<file path="src/rtl/aes_pkg.sv">
// Shared AES-128 key-schedule types, constants and byte/word helpers.
package aes_pkg;

  localparam int unsigned KEY_W      = 128;
  localparam int unsigned WORD_W     = 32;
  localparam int unsigned NUM_ROUNDS = 10;
  localparam int unsigned CNT_W      = 4;

  typedef logic [KEY_W-1:0]  key_t;
  typedef logic [WORD_W-1:0] word_t;

  typedef enum logic [1:0] {
    ST_IDLE,
    ST_LOAD,
    ST_GEN,
    ST_DONE
  } ks_state_e;

  localparam logic [7:0] SBOX [256] = '{
    8'h63, 8'h7c, 8'h77, 8'h7b, 8'hf2, 8'h6b, 8'h6f, 8'hc5, 8'h30, 8'h01, 8'h67, 8'h2b, 8'hfe, 8'hd7, 8'hab, 8'h76,
    8'hca, 8'h82, 8'hc9, 8'h7d, 8'hfa, 8'h59, 8'h47, 8'hf0, 8'had, 8'hd4, 8'ha2, 8'haf, 8'h9c, 8'ha4, 8'h72, 8'hc0,
    8'hb7, 8'hfd, 8'h93, 8'h26, 8'h36, 8'h3f, 8'hf7, 8'hcc, 8'h34, 8'ha5, 8'he5, 8'hf1, 8'h71, 8'hd8, 8'h31, 8'h15,
    8'h04, 8'hc7, 8'h23, 8'hc3, 8'h18, 8'h96, 8'h05, 8'h9a, 8'h07, 8'h12, 8'h80, 8'he2, 8'heb, 8'h27, 8'hb2, 8'h75,
    8'h09, 8'h83, 8'h2c, 8'h1a, 8'h1b, 8'h6e, 8'h5a, 8'ha0, 8'h52, 8'h3b, 8'hd6, 8'hb3, 8'h29, 8'he3, 8'h2f, 8'h84,
    8'h53, 8'hd1, 8'h00, 8'hed, 8'h20, 8'hfc, 8'hb1, 8'h5b, 8'h6a, 8'hcb, 8'hbe, 8'h39, 8'h4a, 8'h4c, 8'h58, 8'hcf,
    8'hd0, 8'hef, 8'haa, 8'hfb, 8'h43, 8'h4d, 8'h33, 8'h85, 8'h45, 8'hf9, 8'h02, 8'h7f, 8'h50, 8'h3c, 8'h9f, 8'ha8,
    8'h51, 8'ha3, 8'h40, 8'h8f, 8'h92, 8'h9d, 8'h38, 8'hf5, 8'hbc, 8'hb6, 8'hda, 8'h21, 8'h10, 8'hff, 8'hf3, 8'hd2,
    8'hcd, 8'h0c, 8'h13, 8'hec, 8'h5f, 8'h97, 8'h44, 8'h17, 8'hc4, 8'ha7, 8'h7e, 8'h3d, 8'h64, 8'h5d, 8'h19, 8'h73,
    8'h60, 8'h81, 8'h4f, 8'hdc, 8'h22, 8'h2a, 8'h90, 8'h88, 8'h46, 8'hee, 8'hb8, 8'h14, 8'hde, 8'h5e, 8'h0b, 8'hdb,
    8'he0, 8'h32, 8'h3a, 8'h0a, 8'h49, 8'h06, 8'h24, 8'h5c, 8'hc2, 8'hd3, 8'hac, 8'h62, 8'h91, 8'h95, 8'he4, 8'h79,
    8'he7, 8'hc8, 8'h37, 8'h6d, 8'h8d, 8'hd5, 8'h4e, 8'ha9, 8'h6c, 8'h56, 8'hf4, 8'hea, 8'h65, 8'h7a, 8'hae, 8'h08,
    8'hba, 8'h78, 8'h25, 8'h2e, 8'h1c, 8'ha6, 8'hb4, 8'hc6, 8'he8, 8'hdd, 8'h74, 8'h1f, 8'h4b, 8'hbd, 8'h8b, 8'h8a,
    8'h70, 8'h3e, 8'hb5, 8'h66, 8'h48, 8'h03, 8'hf6, 8'h0e, 8'h61, 8'h35, 8'h57, 8'hb9, 8'h86, 8'hc1, 8'h1d, 8'h9e,
    8'he1, 8'hf8, 8'h98, 8'h11, 8'h69, 8'hd9, 8'h8e, 8'h94, 8'h9b, 8'h1e, 8'h87, 8'he9, 8'hce, 8'h55, 8'h28, 8'hdf,
    8'h8c, 8'ha1, 8'h89, 8'h0d, 8'hbf, 8'he6, 8'h42, 8'h68, 8'h41, 8'h99, 8'h2d, 8'h0f, 8'hb0, 8'h54, 8'hbb, 8'h16
  };

  localparam logic [7:0] RCON [1:10] = '{
    8'h01, 8'h02, 8'h04, 8'h08, 8'h10, 8'h20, 8'h40, 8'h80, 8'h1b, 8'h36
  };

  function automatic word_t rot_word(input word_t w);
    return {w[23:0], w[31:24]};
  endfunction

  function automatic word_t sub_word(input word_t w);
    return {SBOX[w[31:24]], SBOX[w[23:16]], SBOX[w[15:8]], SBOX[w[7:0]]};
  endfunction

endpackage

</file>
<file path="src/rtl/aes128_key_schedule_if.sv">
// Key-load request and round-key result bundle between key loader and round pipeline.
interface aes128_key_schedule_if;
  import aes_pkg::*;

  logic begin_key_gen_i;
  key_t initial_key;
  key_t round_keys      [NUM_ROUNDS];
  logic round_keys_done [NUM_ROUNDS];

  modport master (
    output begin_key_gen_i,
    output initial_key,
    input  round_keys,
    input  round_keys_done
  );

  modport slave (
    input  begin_key_gen_i,
    input  initial_key,
    output round_keys,
    output round_keys_done
  );

endinterface

</file>
<file path="src/rtl/aes_key_round.sv">
// One AES-128 key-expansion step: previous round key + rcon -> next round key.
module aes_key_round
  import aes_pkg::*;
(
  input  key_t       key_i,
  input  logic [7:0] rcon_i,
  output key_t       key_o
);

  word_t w0, w1, w2, w3;
  word_t t, n0, n1, n2, n3;

  assign {w0, w1, w2, w3} = key_i;

  assign t  = sub_word(rot_word(w3)) ^ {rcon_i, 24'h000000};
  assign n0 = w0 ^ t;
  assign n1 = w1 ^ n0;
  assign n2 = w2 ^ n1;
  assign n3 = w3 ^ n2;

  assign key_o = {n0, n1, n2, n3};

endmodule

</file>
<file path="src/rtl/aes128_key_schedule.sv">
// Iterative AES-128 key expansion: one round key per clock, each with its own ready flag.
module aes128_key_schedule
  import aes_pkg::*;
(
  input  logic                  clk_i,
  input  logic                  rst_i,
  aes128_key_schedule_if.slave  ks
);

  ks_state_e        state_q, state_d;
  logic [CNT_W-1:0] cnt_q, cnt_d;
  key_t             work_q;
  key_t             next_key;
  logic [7:0]       rcon_c;
  logic             load_c;
  logic             gen_c;

  key_t keys_q [NUM_ROUNDS];
  logic done_q [NUM_ROUNDS];

  // Counter only sits in 1..10 while generating; idle values select no rcon.
  always_comb begin
    rcon_c = 8'h00;
    if (cnt_q != '0 && cnt_q <= CNT_W'(NUM_ROUNDS)) begin
      rcon_c = RCON[cnt_q];
    end
  end

  aes_key_round u_round (
    .key_i  (work_q),
    .rcon_i (rcon_c),
    .key_o  (next_key)
  );

  // Next-state: load dominates, so a mid-run request aborts and restarts.
  always_comb begin
    state_d = state_q;
    cnt_d   = cnt_q;
    load_c  = 1'b0;
    gen_c   = 1'b0;
    if (ks.begin_key_gen_i) begin
      state_d = ST_LOAD;
      cnt_d   = CNT_W'(1);
      load_c  = 1'b1;
    end else begin
      case (state_q)
        ST_LOAD, ST_GEN: begin
          gen_c   = 1'b1;
          cnt_d   = cnt_q + CNT_W'(1);
          state_d = (cnt_q == CNT_W'(NUM_ROUNDS)) ? ST_DONE : ST_GEN;
        end
        default: ;
      endcase
    end
  end

  always_ff @(posedge clk_i or posedge rst_i) begin
    if (rst_i) begin
      state_q <= ST_IDLE;
      cnt_q   <= '0;
      work_q  <= '0;
    end else begin
      state_q <= state_d;
      cnt_q   <= cnt_d;
      if (load_c) begin
        work_q <= ks.initial_key;
      end else if (gen_c) begin
        work_q <= next_key;
      end
    end
  end

  // Round-key store: slot cnt-1 is written as the counter sweeps through it.
  always_ff @(posedge clk_i or posedge rst_i) begin
    if (rst_i) begin
      for (int i = 0; i < NUM_ROUNDS; i++) begin
        keys_q[i] <= '0;
        done_q[i] <= 1'b0;
      end
    end else if (load_c) begin
      for (int i = 0; i < NUM_ROUNDS; i++) begin
        done_q[i] <= 1'b0;
      end
    end else if (gen_c) begin
      for (int i = 0; i < NUM_ROUNDS; i++) begin
        if (cnt_q == CNT_W'(i + 1)) begin
          keys_q[i] <= next_key;
          done_q[i] <= 1'b1;
        end
      end
    end
  end

  for (genvar g = 0; g < NUM_ROUNDS; g++) begin : g_out
    assign ks.round_keys[g]      = keys_q[g];
    assign ks.round_keys_done[g] = done_q[g];
  end

endmodule

</file>
<file path="src/flat_wrapper.sv">
// flat-port wrapper written by rule: the top's interface ports become plain ports
module aes128_key_schedule_flat import aes_pkg::*;
  (clk_i, rst_i, ks_begin_key_gen_i, ks_initial_key, ks_round_keys, ks_round_keys_done);
  aes128_key_schedule_if ks_i ();
  input  logic clk_i;
  input  logic rst_i;
  input wire logic [$bits(ks_i.begin_key_gen_i)-1:0] ks_begin_key_gen_i;
  input wire logic [$bits(ks_i.initial_key)-1:0] ks_initial_key;
  output wire logic [$bits(ks_i.round_keys)-1:0] ks_round_keys;
  output wire logic [$bits(ks_i.round_keys_done)-1:0] ks_round_keys_done;
  assign ks_i.begin_key_gen_i = ks_begin_key_gen_i;
  assign ks_i.initial_key = ks_initial_key;
  assign ks_round_keys = {>>{ks_i.round_keys}};
  assign ks_round_keys_done = {>>{ks_i.round_keys_done}};
  aes128_key_schedule u_core (.clk_i(clk_i), .rst_i(rst_i), .ks(ks_i));
endmodule
</file>
<file path="config.mk">
export PLATFORM = sky130hd
export DESIGN_NAME = aes128_key_schedule_flat
export DESIGN_NICKNAME = d
export VERILOG_FILES = /design/src/rtl/aes_pkg.sv /design/src/rtl/aes128_key_schedule_if.sv /design/src/rtl/aes_key_round.sv /design/src/rtl/aes128_key_schedule.sv /design/src/flat_wrapper.sv
export SDC_FILE = /design/constraint.sdc
export NUM_CORES = 2
export LEC_CHECK = 0
export CORE_AREA = 2 2 557 559
export DETAILED_ROUTE_END_ITERATION = 6
export DIE_AREA = 0 0 559 561
export HOLD_SLACK_MARGIN = 0.15
export PLACE_DENSITY = 0.4
export SLEW_MARGIN = 20
export SYNTH_ARGS = -nofsm -noshare
export SYNTH_HDL_FRONTEND = slang
export SYNTH_SLANG_ARGS = --single-unit
</file>
<file path="constraint.sdc">
create_clock -name clk_i -period 61 [get_ports clk_i]
set_input_delay 15.25 -clock clk_i [delete_from_list [all_inputs] [get_ports clk_i]]
set_output_delay 15.25 -clock clk_i [all_outputs]
set_load 0.02 [all_outputs]
</file>
; ---- Word level (Yosys, flattened, before mapping)
; Memories as Yosys holds them, arrays and structs flattened.
; Cells that the tools add are included.
[word_totals]
register_bits = 1424
rom_bits = 8320
elab_cells = 126
memories = 5
[classes]
n_addsub = 1
magnitude_cmp = 6
eq_ne = 12
mux = 33
n_bitwise = 11
n_reduce_logical = 35
[mem_list]
columns = name, depth, width, read_ports, rd_ports_with_merged_regs, wr, line_no
row1 = (name not given), 256, 8, 1, 0, 0, aes_pkg.sv:47  ; return {SBOX[w[31:24]], SBOX[w[23:16]], SBOX[w[15:8]], SBOX[w[7:0]]};
row2 = (name not given), 256, 8, 1, 0, 0, aes_pkg.sv:47
row3 = (name not given), 256, 8, 1, 0, 0, aes_pkg.sv:47
row4 = (name not given), 256, 8, 1, 0, 0, aes_pkg.sv:47
row5 = (name not given), 16, 8, 1, 0, 0, aes128_key_schedule.sv:25  ; rcon_c = RCON[cnt_q];
[op_table]
columns = op, n
row1 = $mux 128, 2
row2 = $xor 32x32->32, 5
row3 = $mux 8, 11
row4 = $ge 9x9->1 const B, 4
row5 = $not 8->9, 4
row6 = $reduce_and 3->1, 10
row7 = $reduce_bool 2->1, 12
row8 = $mux 10, 2
row9 = $reduce_and 2->1, 10
row10 = $eq 4x3->1 const B, 4
row11 = $mux 1, 14
row12 = $eq 4x4->1 const B, 3
row13 = $eq 4x2->1 const B, 2
row14 = $mux 4, 2
row15 = $ge 5x5->1 const B, 1
row16 = $not 4->5, 1
row17 = $add 4x1->4 const B, 1
row18 = $eq 4x1->1 const B, 1
row19 = $le 4x4->1 const B, 1
row20 = $mux 2, 2
row21 = $reduce_bool 4->1, 1
row22 = $eq 2x1->1 const B, 1
row23 = $eq 2x2->1 const B, 1
row24 = $reduce_or 2->1, 1
row25 = other kinds (2), 2

; ---- Longest topological paths before layout
[logic_depth]
ltp_word = 12
depth_mapped = 16
depth_no_buf = 11

; ---- Modules after synthesis
; From an unflattened synthesis, not the netlist that was laid out.
[unflattened]
cells_unflattened = 5799
hier_area_um2 = 70455.1
[modules_own_cells]
columns = mod, n_inst, cells_per_inst, area_each_um2, seq_area_each_um2
row1 = aes128_key_schedule, 1, 3489, 54413.4, 35634.2
row2 = aes_key_round, 1, 2310, 16041.6, 0.0

; ---- Worst setup path before layout
; Ideal clock, no wire load.
[synth_path]
path_kind = input -> register
start = input port ks_begin_key_gen_i
end = register u_core.keys_q (netlist bit u_core.ks.round_keys[1276])
arrival_ps = 16666
required_time_ps = 60867
setup_slack_ps = 44200
cell_stages = 8
n_path_buf = 3
path_cell_list = clkinv_1 nand2_1 nor3_1 nand2_1 clkbuf_1 buf_1 clkbuf_1 o21ai_0
[synth_between]
elab_chain_cells = 3
word_cells_on_any_way = 4
cone_classes = 2 x mux / 1 x bitwise / 1 x reduce/logical
[synth_lines]
columns = element, line_no
row1 = from (decl), flat_wrapper.sv:7  ; input wire logic [$bits(ks_i.begin_key_gen_i)-1:0] ks_begin_key_gen_i;
row2 = $mux 1, aes128_key_schedule.sv:41  ; if (ks.begin_key_gen_i) begin
row3 = $not 1->1 (no source line), --
row4 = $reduce_and 3->1 (no source line) (*), --
row5 = "to (signal, indexed assignment)", aes128_key_schedule.sv:87  ; keys_q[i] <= next_key;
row6 = to (decl), aes128_key_schedule.sv:18  ; key_t keys_q [NUM_ROUNDS];
; Mark *: on every way between the ends. The rest lies on a longest branch, timed or not.
; A chain may end at the register's enable or synchronous reset.

==> impl_metrics.json <==
{
  "cts_sinks": 1424,
  "cts_hold_buf": 0,
  "hold_ws_ns": 0.473,
  "start_util_pct": 22.6,
  "vias_per_cell": 4.92,
  "multi_input_area_um2": 31600,
  "cp-end-kind": "async pin",
  "run_status": "finished, final reports clean",
  "cpMostUsedCell": "buf_4",
  "fin_setup_tns_ns": 0,
  "hold_class": "flop to flop",
  "grt_pass1_wl_um": 553000,
  "crit_chain": "clkdlybuf4s50_1 -> inv_8 -> buf_4 -> buf_4 -> buf_4 -> buf_4 -> buf_4",
  "cp.arrival_ns": 20.36,
  "timing.critical_path.from": "rst_i",
  "crit_slowest_cell": "buf_4",
  "yosysUniqueCellTypes": 100,
  "drt-initial-drc-count": 5748,
  "synth_warnings": 0,
  "async_flop_share_pct": 100,
  "fmax_ghz": 0.0513,
  "crit_family": "buffers and inverters",
  "worstMarginPinSlew_ns": 1.41,
  "layout_setup_ws_ns": 41.52,
  "postCtsSetupBuffers": 0,
  "min_period_ns": 19.48,
  "io_buffer_count": 1420,
  "cts_resized": 0,
  "max_stage_delay_ns": 0.87,
  "layout_commonest_cell": "clkdlybuf4s50_1",
  "synth_edf_count": 0,
  "worst-setup-path-type": "input port to async pin",
  "track_usage_pct": 25.1,
  "core_area_um2": 308000,
  "io_pins": 1421,
  "dr.pass1.iters": 6,
  "hpwl_um": 297000,
  "fp.dieArea_um2": 314000,
  "grt_start_max_net_pins": 178,
  "nets": 8607,
  "synth.yosys.seq_area_share_pct": 51.2,
  "r2r-start": "u_core.work_q[16]",
  "finalSetupViolations": 0,
  "cts_tree": "built",
  "antenna_found_initial": 76,
  "fillers": 32100,
  "ys.flop_type": "dfrtp_1",
  "clkLatencyLatePin_ns": 0.88,
  "drt-total-wl_um": 406000,
  "row_count": 204,
  "drive_above_1_share_pct": 11.3,
  "synth_nets": 7515,
  "cts_buffers": 175,
  "clockBufferDepth": 4,
  "grt_overflow": 0,
  "die_w_um": 559,
  "finalCritPeriodShare_pct": 31.9,
  "dp_slack_ns": 40.39,
  "vias": 62400,
  "crit_buf_inv": 7,
  "h-tree-depth": 4,
  "cts_root_buffer": "clkbuf_16",
  "place_congestion": 0.923,
  "final_cell_mix": "clkdlybuf4s50_1 (1419), dfrtp_1 (1408), nand2_1 (1390)",
  "slew_viol_final": 0,
  "synth.avg_cell_area_um2": 9.51,
  "synth_cells": 7317,
  "crit_required_ns": 61.88,
  "drc": 0,
  "critPathMaxFanout": 85,
  "syn_area_um2": 69600,
  "drv_cap": 0,
  "final-hold-violation-count": 0,
  "path_clk_slew_ns": 0.06,
  "skew_ns": 0.101,
  "ys_ff_latch": 1424,
  "worstSetupStartpointType": "input port",
  "regArea_um2": 35700,
  "die_h_um": 561,
  "rsz0062_at_grt": "no",
  "area_delta_synth_final_pct": 36.0,
  "hold_start": "u_core.ks.round_keys[96]",
  "grt_pass1_vias": 61100,
  "wl_per_cell_um": 32.0,
  "relSlewSlack_pct": 5.95,
  "antenna_left": 0
}
area by class of cell:
type / instances / share of cell area (%)
tap: 4120 / 5.45
antenna: 33 / 0.0872
sequential: 1424 / 37.7
timing repair buffer: 1639 / 16.9
multi-input combinational: 5095 / 33.4
inverter: 74 / 0.307
clock buffer: 255 / 5.44
clock inverter: 57 / 0.798
final timing paths:
| path | depth (start not counted) | end | slack, ns |
|---|---|---|---|
| setup / recovery | 7 | u_core.ks.round_keys[909] | 41.52 |
| hold / removal | 2 | u_core.ks.round_keys[96] | 0.47 |
| setup reg to reg | 15 | u_core.ks.round_keys[794] | 54.45 |
| hold reg to reg | 2 | u_core.ks.round_keys[96] | 0.47 |
| max in group clk_i | 9 | u_core.ks.round_keys[1106] | 42.51 |
| min in group asynchronous | 2 | u_core.ks.round_keys[669] | 14.94 |
logic make-up (layout without fill, tap and decap cells):
family / after synthesis / after routing / share of synthesized area [%]
buffers and inverters: 798 / 2025 / 4.80
xor gates and xnor gates: 238 / 238 / 3.56
and+or+nand+nor: 2337 / 2337 / 15.0
adders and majority gates: 67 / 67 / 1.20
AOI/OAI and AO/OA: 2133 / 2133 / 18.4
muxes: 320 / 320 / 5.84
DFF: 1424 / 1424 / 51.2
other: 0 / 33 / 0
state kept, by name, summed over array words and instances, names as in the netlist:
register                   flops
u_core.cnt_q                   4
u_core.ks.round_keys        1280
u_core.ks.round_keys_done     10
u_core.state_q                 2
u_core.work_q                128
tightest hold or removal path, cell delays in order (launching register included):
cell,delay (ns)
dfrtp_1,0.34
nand2_1,0.05
nand2_1,0.05
cell usage after synthesis, types with 62 or more instances:
library cell  count  area, um2
o211ai_1         70        526
inv_1            62        233
buf_2           127        636
ha_1             67        838
nand2b_1        123        769
xnor2_1         137       1200
a31oi_1          85        532
nand3_1          97        485
nor3_1           87        435
nand2_1        1397       5240
dfrtp_1        1424      35600
xor2_1           68        596
nor2_1          262        983
a21oi_1         165        826
mux2_2          220       2480
nor2b_1          83        519
clkbuf_1        536       2010
o21ai_0        1289       6450
stage by stage:
| step | util [%] | cells | cell area [um2] |
|---|---|---|---|
| 6_report | 30.8 | 12700 | 94600 |
| 5_1_grt | 30.8 | 12700 | 94600 |
| 4_1_cts | 30.7 | 12700 | 94600 |
| 3_5_place_dp | 28.8 | 12400 | 88600 |
| 3_3_place_gp | 28.8 | 12400 | 88600 |
| 2_1_floorplan | - | 7317 | 69600 |
per-layer routing:
metal	routed length, um	part of all wire [%]	track usage (%)
met5	253	0.062	0
met2	195000	48	42.1
met1	162000	40	30.6
met3	30400	7.5	6.27
met4	18600	4.6	10.6
Power is left out: the tool's default activity adds up to more than one toggle a clock period on the data nets, which glitch-free logic cannot reach.
